### config.mk
export PLATFORM = sky130hd
export DESIGN_NAME = truth_table_capture
export DESIGN_NICKNAME = d
export VERILOG_FILES = /design/src/rtl/truth_table_capture.sv
export SDC_FILE = /design/constraint.sdc
export NUM_CORES = 1
export LEC_CHECK = 0
export CORE_MARGIN = 2
export CORE_UTILIZATION = 30
export CTS_BUF_LIST = sky130_fd_sc_hd__clkbuf_16
export DETAILED_ROUTE_END_ITERATION = 12
export REMOVE_ABC_BUFFERS = 1
export SYNTH_ARGS = -nofsm -noshare
export SYNTH_HDL_FRONTEND = slang
export SYNTH_SLANG_ARGS = --single-unit
export TNS_END_PERCENT = 100
### constraint.sdc
create_clock -name clk -period 1.82 [get_ports clk]
set_input_delay 0.455 -clock clk [delete_from_list [all_inputs] [get_ports clk]]
set_output_delay 0.455 -clock clk [all_outputs]
set_load 0.01 [all_outputs]
### src/rtl/truth_table_capture.sv
// Truth-table capture engine: steps a 3-input combinational DUT through all
// eight input vectors, samples its response and scores it against a golden table.
module truth_table_capture #(
  parameter int unsigned SETTLE   = 2,
  parameter logic [7:0]  EXPECTED = 8'h31
) (
  input  logic       clk,
  input  logic       reset_n,
  input  logic       start,
  output logic       a,
  output logic       b,
  output logic       c,
  input  logic       y,
  output logic       busy,
  output logic       done,
  output logic [7:0] table_out,
  output logic       pass,
  output logic [3:0] err_count,
  output logic [2:0] first_err
);

  typedef enum logic [1:0] {
    IDLE,
    RUN,
    DONE
  } state_t;

  localparam logic [3:0] SETTLE_LAST = 4'(SETTLE - 1);

  state_t     state;
  logic [2:0] idx;
  logic [3:0] settle_cnt;
  logic       capture;
  logic       mismatch;
  logic [7:0] table_next;

  // idx is itself the registered stimulus, so a/b/c never glitch
  assign {a, b, c} = idx;

  always_comb begin
    capture         = (state == RUN) && (settle_cnt == SETTLE_LAST);
    mismatch        = (y != EXPECTED[idx]);
    table_next      = table_out;
    table_next[idx] = y;
  end

  always_ff @(posedge clk or negedge reset_n) begin
    if (!reset_n) begin
      state      <= IDLE;
      idx        <= '0;
      settle_cnt <= '0;
      busy       <= 1'b0;
      done       <= 1'b0;
      table_out  <= '0;
      pass       <= 1'b0;
      err_count  <= '0;
      first_err  <= '0;
    end else begin
      case (state)
        IDLE: begin
          if (start) begin
            state      <= RUN;
            busy       <= 1'b1;
            idx        <= '0;
            settle_cnt <= '0;
            table_out  <= '0;
            err_count  <= '0;
            first_err  <= '0;
            pass       <= 1'b0;
          end
        end
        RUN: begin
          if (capture) begin
            settle_cnt <= '0;
            table_out  <= table_next;
            if (mismatch) begin
              err_count <= err_count + 4'd1;
              if (err_count == 4'd0) begin
                first_err <= idx;
              end
            end
            // Last vector: park stimulus at 0 and score against the updated table
            if (idx == 3'd7) begin
              state <= DONE;
              done  <= 1'b1;
              idx   <= '0;
              pass  <= (table_next == EXPECTED);
            end else begin
              idx <= idx + 3'd1;
            end
          end else begin
            settle_cnt <= settle_cnt + 4'd1;
          end
        end
        DONE: begin
          state <= IDLE;
          done  <= 1'b0;
          busy  <= 1'b0;
        end
        default: begin
          state <= IDLE;
        end
      endcase
    end
  end

endmodule

==> reports/qor.yml <==
seqCellArea_um2: 675.6
worstRegToRegCells: 7
cpMaxStageDelayCell: "sky130_fd_sc_hd__clkdlybuf4s50_1"
timing_worst_slew_pin_value_ns: 0.3536
final_critical_path_setup_slack_ns: 0.1103
critical_path.cell_chain: "clkdlybuf4s50_1"
crit_family: "buffers and inverters"
clock-skew-final_ns: 0.01009
min_path_type: "reg2reg"
synth_seq_cells: 27
critPathBufInv: 1
critical_path.max_fanout: 5
power_per_cell_area_nw_per_um2: 1590
timing.fmax_ghz: 0.5849
number_of_fill_cells_in_the_layout: 515
maximum_buffer_depth_of_the_clock_tree: 2
track_usage: 0.1437
clk_latency_ns: 0.27
initial_core_util: 0.3064
routed_wirelength_um: 3624
drt_first_pass_iters: 4
globalRoute.busiestLayer: "met2"
io_buffer_count: 24
netlist.top_cell.by_area: "sky130_fd_sc_hd__dfrtp_1"
die_height_um: 75.54
critPathLaunch: "table_out[7]$_DFFE_PN0P_"
number_of_primary_i_o_pins: 25
worstHoldPathCells: 1
critPathKind: "reg2out"
layout-drive-gt1-share: 0.1854
fin_hold_viols: 0
synth_edf_count: 0
final_common_cell: "sky130_fd_sc_hd__dfrtp_1"
dp.final_hpwl_um: 2696
cts_inserted_buffers: 3
timing.rr.end: "first_err[2]$_DFFE_PN0P_"
p_leak_nw: 0.9142
grt_use_met1: 0.1829
placed_area_um2: 1949
die-area_um2: 5706
max-slew-margin-rel: 0.7642
first_global_vias: 1317
peak_ir_drop_on_the_vdd_network_v: 0.0009018
reg2reg_setup_slack_ns: 0.11
worst_setup_path_start_kind: "flop"
setup_repair_after_global_routing_missed_its_margin: "false"
post_drt_wl_per_cell_um: 13.18
clkSinkCount: 27
synth_async_sr_flop_share: 1.000
coreArea_um2: 5010
synthesis.area_um2: 1535
grt_max_degree: 28
area_contributors_post_synth: "sky130_fd_sc_hd__dfrtp_1 44%, sky130_fd_sc_hd__o21ai_0 6.8%, sky130_fd_sc_hd__ha_1 5.7%"
postRouteAntennaNets: 0
timing.critical_path.to_type: "output pin"
final_period_minus_worst_setup_slack_ns: 1.710
grt_pass1_wl_um: 6258
detail_route.vias_per_cell: 4.996
period_share: 0.9394
grt_antenna_before_repair: 0
drt_iter0_markers: 77
finished_layout_cell_area_um2: 2062
final_nets: 217
global_route.usage.met3: 0.03439
num_antenna_cells: 0
grt-ovfl-total: 0
max_cap_violation_count: 0
clkTransAtPathRegs_ns: 0.07
met2_usage: 0.2464
path_depth: 1
yosysWarnings: 0
route.vias.total: 1374
drt_drc_violations_left: 0
multiInputGateArea_um2: 825.8
yosys_most_used_dff: "sky130_fd_sc_hd__dfrtp_1"
clk_root_buf: "sky130_fd_sc_hd__clkbuf_16"
critical_path.max_stage_delay_ns: 0.56
area.growth.synth_to_final_pct: 34.31
critical_path_data_arrival_time_ns: 1.25
rr_startpoint: "idx[0]$_DFFE_PN0P_"
routabilityCongestion: 0.8464
syn_avg_cell_area_um2: 9.193
status: "complete, no violations"
min_from: "first_err[1]$_DFFE_PN0P_"
synth.top_cell.area_share: 0.4401
setup_tns_after_final_layout_ns: 0
worst_hold_path.endpoint: "first_err[1]$_DFFE_PN0P_"
die_w_um: 75.54
fp-row-count: 26
dp_worst_setup_slack_ns: -0.2201
post_synthesis_instance_total: 167
final-max-slew-violation-count: 0
final_cell_mix: "27 x sky130_fd_sc_hd__dfrtp_1, 21 x sky130_fd_sc_hd__o21ai_0, 21 x sky130_fd_sc_hd__clkdlybuf4s50_1"
wp_data_required_ns: 1.36
htree_num_levels: 1
synth.lib_cells_used.distinct: 41
setup-violations-final: 0
tritoncts_clock_tree: "built"
ys_seq_area_frac: 0.4401
## state kept, by name, indices dropped and copies added, names as in the netlist
| signal | cells |
|---|---|
| table_out | 8 |
| err_count | 4 |
| settle_cnt | 4 |
| first_err | 3 |
| idx | 3 |
| state | 2 |
| busy | 1 |
| done | 1 |
| pass | 1 |
## report_power, final
group / total, mW / switching, mW / internal, mW
Sequential: 1.02 / 0.201 / 0.817
Clock: 0.521 / 0.221 / 0.299
Combinational: 1.74 / 0.887 / 0.854
Total: 3.28 / 1.31 / 1.97
## worst max-delay path by stage
| stage | endpoint | slack, ns |
|---|---|---|
| after floorplan | first_err[2]$_DFFE_PN0P_ | -0.16 |
| after global placement | err_count[3]$_DFFE_PN0P_ | -0.18 |
| after detailed placement | err_count[3]$_DFFE_PN0P_ | -0.22 |
| after CTS | err_count[3]$_DFFE_PN0P_ | 0.05 |
| after global routing | first_err[2]$_DFFE_PN0P_ | 0.007 |
| final | table_out[7] | 0.11 |
## area by class of cell
class | count | area share
multi-input cells | 127 | 0.4005
flip-flops and latches | 27 | 0.3277
repair buffers | 41 | 0.1784
well taps | 70 | 0.04248
clock buffers | 3 | 0.03641
inverters | 6 | 0.01092
clock inverters | 1 | 0.003641
## cell families (layout without fill, tap and decap cells)
logic type,after synthesis,in the layout,share of synthesized area
buffers and inverters,13,51,0.04156
AND/OR/NAND/NOR,63,63,0.2209
flip-flops,27,27,0.4401
multiplexers,5,5,0.03423
AO/OA/AOI/OAI,52,52,0.2062
adder cells (fa/ha/maj),7,7,0.05705
## timing repair
item,4_1_cts,5_1_grt
hold buffers,0,0
endpoints found under the setup margin,3,13
setup buffers,0,0
gates resized for setup,4,8
## cells in the mapped netlist, types with 3 or more instances
cell                       n
sky130_fd_sc_hd__inv_1     5
sky130_fd_sc_hd__o21ai_1   6
sky130_fd_sc_hd__nor3_1    3
sky130_fd_sc_hd__dfrtp_1  27
sky130_fd_sc_hd__and3_1    3
sky130_fd_sc_hd__nand3_1   6
sky130_fd_sc_hd__buf_2     3
sky130_fd_sc_hd__nor2b_1   7
sky130_fd_sc_hd__a21oi_1  10
sky130_fd_sc_hd__mux2i_1   3
sky130_fd_sc_hd__nor2_1   15
sky130_fd_sc_hd__ha_1      7
sky130_fd_sc_hd__nand2_1  14
sky130_fd_sc_hd__o21ai_0  21
sky130_fd_sc_hd__a31oi_1   3
## stage by stage
step / total power, mW / util / instances / hold WS (ns)
after detailed placement: 2.746 / 0.3891 / 271 / 0.4924
after floorplan: 1.947 / - / 160 / 0.1594
after CTS: 3.261 / 0.4056 / 275 / 0.5102
final: 3.279 / 0.4116 / 275 / 0.5010
after global routing: 3.572 / 0.4116 / 275 / 0.5175
after global placement: 2.725 / 0.3891 / 271 / 0.4796
## layer usage
metal	routed length, um	vias up
met2	1776	40
met5	0	-
met3	175	5
li1	-	676
met4	30	0
met1	1641	653
(Power assumes the default switching activity.)
